<file path="src/rtl/md5_unround_if.sv">
// Handshake and data bundle for the inverse MD5 compression engine.
// The requester owns start/ff_sub/state/message; the engine owns busy, done
// and the recovered state.
interface md5_unround_if;
    logic         start;
    logic         ff_sub;
    logic [31:0]  a_in;
    logic [31:0]  b_in;
    logic [31:0]  c_in;
    logic [31:0]  d_in;
    logic [511:0] msg;
    logic         busy;
    logic         done;
    logic [31:0]  a_out;
    logic [31:0]  b_out;
    logic [31:0]  c_out;
    logic [31:0]  d_out;

    modport master (
        output start, ff_sub, a_in, b_in, c_in, d_in, msg,
        input  busy, done, a_out, b_out, c_out, d_out
    );

    modport slave (
        input  start, ff_sub, a_in, b_in, c_in, d_in, msg,
        output busy, done, a_out, b_out, c_out, d_out
    );
endinterface

</file>
<file path="src/rtl/md5_unround.sv">
// Iterative inverse MD5 compression engine.
// Given the working state after step LAST_STEP (or a final digest when
// ff_sub=1) and the message block, it undoes one MD5 step per clock, walking
// the step index down to FIRST_STEP, and reports the state that existed
// before step FIRST_STEP.
module md5_unround #(
    parameter int unsigned LAST_STEP  = 63,
    parameter int unsigned FIRST_STEP = 0
) (
    input  logic          clk,
    input  logic          rst,
    md5_unround_if.slave  bus
);

    localparam logic [5:0]  LAST_K  = 6'(LAST_STEP);
    localparam logic [5:0]  FIRST_K = 6'(FIRST_STEP);

    // Standard MD5 initial chaining value, removed from a final digest.
    localparam logic [31:0] IV_A = 32'h67452301;
    localparam logic [31:0] IV_B = 32'hefcdab89;
    localparam logic [31:0] IV_C = 32'h98badcfe;
    localparam logic [31:0] IV_D = 32'h10325476;

    typedef enum logic [0:0] {
        ST_IDLE = 1'b0,
        ST_RUN  = 1'b1
    } state_t;

    // Additive constant ROM: floor(|sin(k+1)| * 2^32).
    function automatic logic [31:0] k_const(input logic [5:0] k);
        logic [31:0] v;
        case (k)
            6'd0:  v = 32'hd76aa478;
            6'd1:  v = 32'he8c7b756;
            6'd2:  v = 32'h242070db;
            6'd3:  v = 32'hc1bdceee;
            6'd4:  v = 32'hf57c0faf;
            6'd5:  v = 32'h4787c62a;
            6'd6:  v = 32'ha8304613;
            6'd7:  v = 32'hfd469501;
            6'd8:  v = 32'h698098d8;
            6'd9:  v = 32'h8b44f7af;
            6'd10: v = 32'hffff5bb1;
            6'd11: v = 32'h895cd7be;
            6'd12: v = 32'h6b901122;
            6'd13: v = 32'hfd987193;
            6'd14: v = 32'ha679438e;
            6'd15: v = 32'h49b40821;
            6'd16: v = 32'hf61e2562;
            6'd17: v = 32'hc040b340;
            6'd18: v = 32'h265e5a51;
            6'd19: v = 32'he9b6c7aa;
            6'd20: v = 32'hd62f105d;
            6'd21: v = 32'h02441453;
            6'd22: v = 32'hd8a1e681;
            6'd23: v = 32'he7d3fbc8;
            6'd24: v = 32'h21e1cde6;
            6'd25: v = 32'hc33707d6;
            6'd26: v = 32'hf4d50d87;
            6'd27: v = 32'h455a14ed;
            6'd28: v = 32'ha9e3e905;
            6'd29: v = 32'hfcefa3f8;
            6'd30: v = 32'h676f02d9;
            6'd31: v = 32'h8d2a4c8a;
            6'd32: v = 32'hfffa3942;
            6'd33: v = 32'h8771f681;
            6'd34: v = 32'h6d9d6122;
            6'd35: v = 32'hfde5380c;
            6'd36: v = 32'ha4beea44;
            6'd37: v = 32'h4bdecfa9;
            6'd38: v = 32'hf6bb4b60;
            6'd39: v = 32'hbebfbc70;
            6'd40: v = 32'h289b7ec6;
            6'd41: v = 32'heaa127fa;
            6'd42: v = 32'hd4ef3085;
            6'd43: v = 32'h04881d05;
            6'd44: v = 32'hd9d4d039;
            6'd45: v = 32'he6db99e5;
            6'd46: v = 32'h1fa27cf8;
            6'd47: v = 32'hc4ac5665;
            6'd48: v = 32'hf4292244;
            6'd49: v = 32'h432aff97;
            6'd50: v = 32'hab9423a7;
            6'd51: v = 32'hfc93a039;
            6'd52: v = 32'h655b59c3;
            6'd53: v = 32'h8f0ccc92;
            6'd54: v = 32'hffeff47d;
            6'd55: v = 32'h85845dd1;
            6'd56: v = 32'h6fa87e4f;
            6'd57: v = 32'hfe2ce6e0;
            6'd58: v = 32'ha3014314;
            6'd59: v = 32'h4e0811a1;
            6'd60: v = 32'hf7537e82;
            6'd61: v = 32'hbd3af235;
            6'd62: v = 32'h2ad7d2bb;
            6'd63: v = 32'heb86d391;
            default: v = 32'h00000000;
        endcase
        return v;
    endfunction

    // Rotate amount: chosen by round (k[5:4]) and position in round (k[1:0]).
    function automatic logic [4:0] shift_amt(input logic [5:0] k);
        logic [4:0] s;
        case ({k[5:4], k[1:0]})
            4'b00_00: s = 5'd7;
            4'b00_01: s = 5'd12;
            4'b00_10: s = 5'd17;
            4'b00_11: s = 5'd22;
            4'b01_00: s = 5'd5;
            4'b01_01: s = 5'd9;
            4'b01_10: s = 5'd14;
            4'b01_11: s = 5'd20;
            4'b10_00: s = 5'd4;
            4'b10_01: s = 5'd11;
            4'b10_10: s = 5'd16;
            4'b10_11: s = 5'd23;
            4'b11_00: s = 5'd6;
            4'b11_01: s = 5'd10;
            4'b11_10: s = 5'd15;
            4'b11_11: s = 5'd21;
            default:  s = 5'd0;
        endcase
        return s;
    endfunction

    // Message word index; the multipliers are all 0 mod 16 for the round
    // base, so only k mod 16 matters.
    function automatic logic [3:0] msg_index(input logic [5:0] k);
        logic [3:0] kl;
        logic [3:0] g;
        kl = k[3:0];
        case (k[5:4])
            2'd0:    g = kl;
            2'd1:    g = kl * 4'd5 + 4'd1;
            2'd2:    g = kl * 4'd3 + 4'd5;
            2'd3:    g = kl * 4'd7;
            default: g = 4'd0;
        endcase
        return g;
    endfunction

    // Boolean round function on the forward step's (b, c, d) inputs.
    function automatic logic [31:0] round_f(input logic [5:0]  k,
                                            input logic [31:0] x,
                                            input logic [31:0] y,
                                            input logic [31:0] z);
        logic [31:0] f;
        case (k[5:4])
            2'd0:    f = (x & y) | (~x & z);
            2'd1:    f = (x & z) | (y & ~z);
            2'd2:    f = x ^ y ^ z;
            2'd3:    f = y ^ (x | ~z);
            default: f = 32'h00000000;
        endcase
        return f;
    endfunction

    // Rotate right; amounts are always in 4..23, never zero.
    function automatic logic [31:0] rotr32(input logic [31:0] x,
                                           input logic [4:0]  s);
        return (x >> s) | (x << (6'd32 - {1'b0, s}));
    endfunction

    state_t       state_r;
    logic [5:0]   k_r;
    logic [511:0] msg_r;
    logic [31:0]  a_r, b_r, c_r, d_r;
    logic         busy_r;
    logic         done_r;
    logic [31:0]  a_out_r, b_out_r, c_out_r, d_out_r;

    logic [31:0]  load_a_s, load_b_s, load_c_s, load_d_s;
    logic [3:0]   g_s;
    logic [4:0]   s_s;
    logic [31:0]  f_s;
    logic [31:0]  word_s;
    logic [31:0]  a_prev_s;

    // Accept-edge values: either the raw state or the digest minus the IV.
    always_comb begin
        load_a_s = bus.a_in;
        load_b_s = bus.b_in;
        load_c_s = bus.c_in;
        load_d_s = bus.d_in;
        if (bus.ff_sub) begin
            load_a_s = bus.a_in - IV_A;
            load_b_s = bus.b_in - IV_B;
            load_c_s = bus.c_in - IV_C;
            load_d_s = bus.d_in - IV_D;
        end else begin
            load_a_s = bus.a_in;
            load_b_s = bus.b_in;
            load_c_s = bus.c_in;
            load_d_s = bus.d_in;
        end
    end

    // Reverse step k: the forward step left (d, b+rotl(t,s), b, c) behind,
    // so b, c, d come straight back and a is peeled out of the new b.
    always_comb begin
        g_s      = msg_index(k_r);
        s_s      = shift_amt(k_r);
        f_s      = round_f(k_r, c_r, d_r, a_r);
        word_s   = msg_r[{g_s, 5'd0} +: 32];
        a_prev_s = rotr32(b_r - c_r, s_s) - f_s - k_const(k_r) - word_s;
    end

    // Control FSM and datapath registers.
    always_ff @(posedge clk or posedge rst) begin
        if (rst) begin
            state_r <= ST_IDLE;
            k_r     <= 6'd0;
            msg_r   <= 512'd0;
            a_r     <= 32'h00000000;
            b_r     <= 32'h00000000;
            c_r     <= 32'h00000000;
            d_r     <= 32'h00000000;
            busy_r  <= 1'b0;
            done_r  <= 1'b0;
            a_out_r <= 32'h00000000;
            b_out_r <= 32'h00000000;
            c_out_r <= 32'h00000000;
            d_out_r <= 32'h00000000;
        end else begin
            done_r <= 1'b0;
            case (state_r)
                ST_IDLE: begin
                    if (bus.start) begin
                        msg_r   <= bus.msg;
                        a_r     <= load_a_s;
                        b_r     <= load_b_s;
                        c_r     <= load_c_s;
                        d_r     <= load_d_s;
                        k_r     <= LAST_K;
                        busy_r  <= 1'b1;
                        state_r <= ST_RUN;
                    end else begin
                        busy_r  <= 1'b0;
                    end
                end
                ST_RUN: begin
                    a_r <= a_prev_s;
                    b_r <= c_r;
                    c_r <= d_r;
                    d_r <= a_r;
                    if (k_r == FIRST_K) begin
                        a_out_r <= a_prev_s;
                        b_out_r <= c_r;
                        c_out_r <= d_r;
                        d_out_r <= a_r;
                        busy_r  <= 1'b0;
                        done_r  <= 1'b1;
                        state_r <= ST_IDLE;
                    end else begin
                        k_r     <= k_r - 6'd1;
                    end
                end
                default: begin
                    busy_r  <= 1'b0;
                    state_r <= ST_IDLE;
                end
            endcase
        end
    end

    assign bus.busy  = busy_r;
    assign bus.done  = done_r;
    assign bus.a_out = a_out_r;
    assign bus.b_out = b_out_r;
    assign bus.c_out = c_out_r;
    assign bus.d_out = d_out_r;

endmodule
</file>
<file path="src/flat_wrapper.sv">
// flat-port wrapper written by rule: the top's interface ports become plain ports
module md5_unround_flat 
#(
    parameter int unsigned LAST_STEP  = 63,
    parameter int unsigned FIRST_STEP = 0
)
  (clk, rst, bus_start, bus_ff_sub, bus_a_in, bus_b_in, bus_c_in, bus_d_in, bus_msg, bus_busy, bus_done, bus_a_out, bus_b_out, bus_c_out, bus_d_out);
  md5_unround_if bus_i ();
  input  logic clk;
  input  logic rst;
  input wire logic [$bits(bus_i.start)-1:0] bus_start;
  input wire logic [$bits(bus_i.ff_sub)-1:0] bus_ff_sub;
  input wire logic [$bits(bus_i.a_in)-1:0] bus_a_in;
  input wire logic [$bits(bus_i.b_in)-1:0] bus_b_in;
  input wire logic [$bits(bus_i.c_in)-1:0] bus_c_in;
  input wire logic [$bits(bus_i.d_in)-1:0] bus_d_in;
  input wire logic [$bits(bus_i.msg)-1:0] bus_msg;
  output wire logic [$bits(bus_i.busy)-1:0] bus_busy;
  output wire logic [$bits(bus_i.done)-1:0] bus_done;
  output wire logic [$bits(bus_i.a_out)-1:0] bus_a_out;
  output wire logic [$bits(bus_i.b_out)-1:0] bus_b_out;
  output wire logic [$bits(bus_i.c_out)-1:0] bus_c_out;
  output wire logic [$bits(bus_i.d_out)-1:0] bus_d_out;
  assign bus_i.start = bus_start;
  assign bus_i.ff_sub = bus_ff_sub;
  assign bus_i.a_in = bus_a_in;
  assign bus_i.b_in = bus_b_in;
  assign bus_i.c_in = bus_c_in;
  assign bus_i.d_in = bus_d_in;
  assign bus_i.msg = bus_msg;
  assign bus_busy = bus_i.busy;
  assign bus_done = bus_i.done;
  assign bus_a_out = bus_i.a_out;
  assign bus_b_out = bus_i.b_out;
  assign bus_c_out = bus_i.c_out;
  assign bus_d_out = bus_i.d_out;
  md5_unround #(.LAST_STEP(LAST_STEP), .FIRST_STEP(FIRST_STEP)) u_core (.clk(clk), .rst(rst), .bus(bus_i));
endmodule
</file>
<file path="config.mk">
export PLATFORM = sky130hd
export DESIGN_NAME = md5_unround_flat
export DESIGN_NICKNAME = d
export VERILOG_FILES = /design/src/rtl/md5_unround_if.sv /design/src/rtl/md5_unround.sv /design/src/flat_wrapper.sv
export SDC_FILE = /design/constraint.sdc
export NUM_CORES = 2
export LEC_CHECK = 0
export CAP_MARGIN = 5
export CORE_ASPECT_RATIO = 1.25
export CORE_MARGIN = 3
export CORE_UTILIZATION = 30
export DETAILED_ROUTE_END_ITERATION = 12
export SLEW_MARGIN = 20
export SYNTH_ARGS = -nofsm -noshare
export SYNTH_HDL_FRONTEND = slang
export SYNTH_SLANG_ARGS = --single-unit
</file>
<file path="constraint.sdc">
create_clock -name clk -period 32.4 [get_ports clk]
set_clock_uncertainty 0.05 [all_clocks]
set_input_delay 6.48 -clock clk [delete_from_list [all_inputs] [get_ports clk]]
set_output_delay 6.48 -clock clk [all_outputs]
set_load 0.005 [all_outputs]
</file>
==> summary.md <==
| Metric | Value |
|---|---|
| Crit path max fanout | 99 |
| Clock Tree Buf Depth | 3 |
| Remaining antenna violation count | 0 |
| Fin. max-slew vios | 0 |
| CTS Root Cell | clkbuf_16 |
| Crit path DAT | ~12000 ps |
| Nets | 7395 |
| First-pass GRT wire length | 339.4 mm |
| Count of final hold-check violations | 0 |
| Register-to-Register Path Depth | 26 |
| Status | complete, no violations |
| Die W | 371.9 um |
| Post-CTS Setup Bufs | 0 |
| Data required time of the worst path | roughly 33000 ps |
| Initial antenna violation count | 66 |
| Syn_area_per_cell | 8.282 um2 |
| Final min period | 11090 ps |
| Clk Latency, worst-skew pair | 730 ps |
| Worst-margin pin slew | 1087 ps |
| Post-route clock period utilization | 0.3424 |
| Total number of vias | between 40000 and 50000 |
| Synth warn | 0 |
| Post-Syn Area | 50200 um2 |
| Area delta synth->final | 25.49% |
| Seq/Total Area, Yosys | 0.3873 |
| Type of origin of the critical path | primary input |
| Input/output buffers | 773 |
| Core area | ~170000 um2 |
| Wire length per cell | 27.21 um |
| Critical path type | primary input to flip-flop |
| Max Clk Rate | 90.15 MHz |
| Die ar. | 172300 um2 |
| Total Routed Length | 241.4 mm |
| RSZ-0062 raised after global routing | no |
| Most common cell after layout, fill and taps aside | nand2_1 |
| Most frequent cells in the layout | nand2_1, dfrtp_1, clkdlybuf4s50_1 |
| Post-CTS sizing | 0 |
| Netlist cell types | 96 |
| Vias in the first global route | 46376 |
| CTS tree | done |
| DR iter-0 viols | between 4000 and 5000 |
| CP endpoint kind | flip-flop |
| Predominant post-synthesis flop cell | dfrtp_1 |
| Mapped Nets | 6876 |
| Routability Congestion | 0.9750 |
| HP Class | flip-flop to flip-flop |
| Grt total ovfl | 0 |
| CTS sink cnt | slightly below 800 |
| Syn Inst Count | 6061 |
| Final setup viols | 0 |
| Initial core utilization | 0.3026 |
| Die H | 463.3 um |
| Largest net degree at the start of global routing | 202 |
| Core Rows | 167 |
| Post-DR vias/cell | roughly 5.3 |
| Post-CTS Hold Fix Bufs | 0 |
| H-tree depth | 3 |
| Max_slew headroom | 0.2753 |
| Post-synth EDFFs | 0 |
| Clk slew on worst S/H paths | 60 ps |
| Dpl hpwl | 188.4 mm |
| Ys async rst share | 1.000 |
| Hold Path Cell Cnt | 2 |
| TritonCTS buffer count | 87 |
| Residual DRC | 0 |
| Setup_tns | 0 ps |
| Share of layout cells above drive strength 1 | 0.07160 |
| GRT Total Usage | 0.2713 |
| IO Pins | slightly below 800 |
| MaxCap Viol Count | 0 |
| Synth Register Bits | 777 |
| First-pass DRT Iterations | 9 |
[synthesized netlist by cell type, types with 86 or more instances]
master	number	area share
a21oi_1	259	0.026
clkbuf_1	336	0.025
dfrtp_1	777	0.39
ha_1	104	0.026
inv_1	137	0.010
mux2i_1	118	0.024
mux4_2	151	0.068
nand2_1	2217	0.17
nor2_1	276	0.021
o21ai_0	381	0.038
xnor2_1	165	0.029
xor2_1	86	0.015
[worst paths after layout]
kind	from	slack [ps]	endpoint
worst max-delay path	bus_start	21310	u_core.msg_r[245]
worst min-delay path	u_core.msg_r[418]	420	u_core.msg_r[418]
worst max register to register	u_core.k_r[4]	22440	u_core.bus.a_out[30]
worst min register to register	u_core.msg_r[418]	420	u_core.msg_r[418]
max in group asynchronous	rst	23260	u_core.d_r[7]
min in group asynchronous	rst	6210	u_core.msg_r[469]
[layer usage]
layer  GRT usage  vias to the layer above  wire length, um
met5           0                        -              338
met4      0.1332                       50            13510
met3     0.06489                      429            20180
met2      0.4546                     2060           115100
met1      0.3242                    23054            92320
li1            -                    21633                -
[cell type report]
class / count / area (um2)
fillers: 17118 / 102900
multi-input cells: 4715 / 28640
flip-flops and latches: 777 / 19460
repair buffers: 855 / 8437
well taps: 2197 / 2749
clock buffers: 121 / 2475
clock inverters: 36 / 611.8
inverters: 144 / 549.3
diodes: 29 / 72.57
[worst max-delay path, stage by stage]
cell,delay [ps]
buf_6,380
nor2b_4,230
buf_4,680
buf_4,770
buf_4,750
buf_4,960
buf_4,910
nand2_1,150
nand2_1,90
[flip-flops by register name (all words and copies together) (netlist names), 6 cells and up]
signal / cells
u_core.bus.c_out: 32
u_core.a_r: 32
u_core.bus.d_out: 32
u_core.msg_r: 512
u_core.d_r: 32
u_core.c_r: 32
u_core.bus.a_out: 32
u_core.bus.b_out: 32
u_core.k_r: 6
u_core.b_r: 32
[through the flow]
stage / hold slack, ps / area, um2 / util / setup WS (ps) / cells
2_1_floorplan: 390.3 / 50200 / - / 4057 / 6061
3_3_place_gp: 402.7 / 59840 / 0.3607 / 20720 / 8688
3_5_place_dp: 407.4 / 59840 / 0.3607 / 20640 / 8688
4_1_cts: 422.7 / 62920 / 0.3793 / 21410 / 8845
5_1_grt: 435.0 / 62940 / 0.3794 / 20920 / 8852
6_report: 418.5 / 63000 / 0.3797 / 21310 / 8874
[kinds of logic (layout without fill, tap and decap cells)]
group	after synthesis	after routing	synth area share
AOI/OAI and AO/OA	1172	1172	0.1474
xor gates and xnor gates	252	252	0.04427
adders and majority gates	172	172	0.05284
buffers and inverters	569	1156	0.04424
DFF	777	777	0.3873
muxes	307	307	0.09980
other	0	29	0
and+or+nand+nor	2812	2812	0.2242
Power is left out: the tool's default activity adds up to more than one toggle a clock period on the data nets, which glitch-free logic cannot reach.
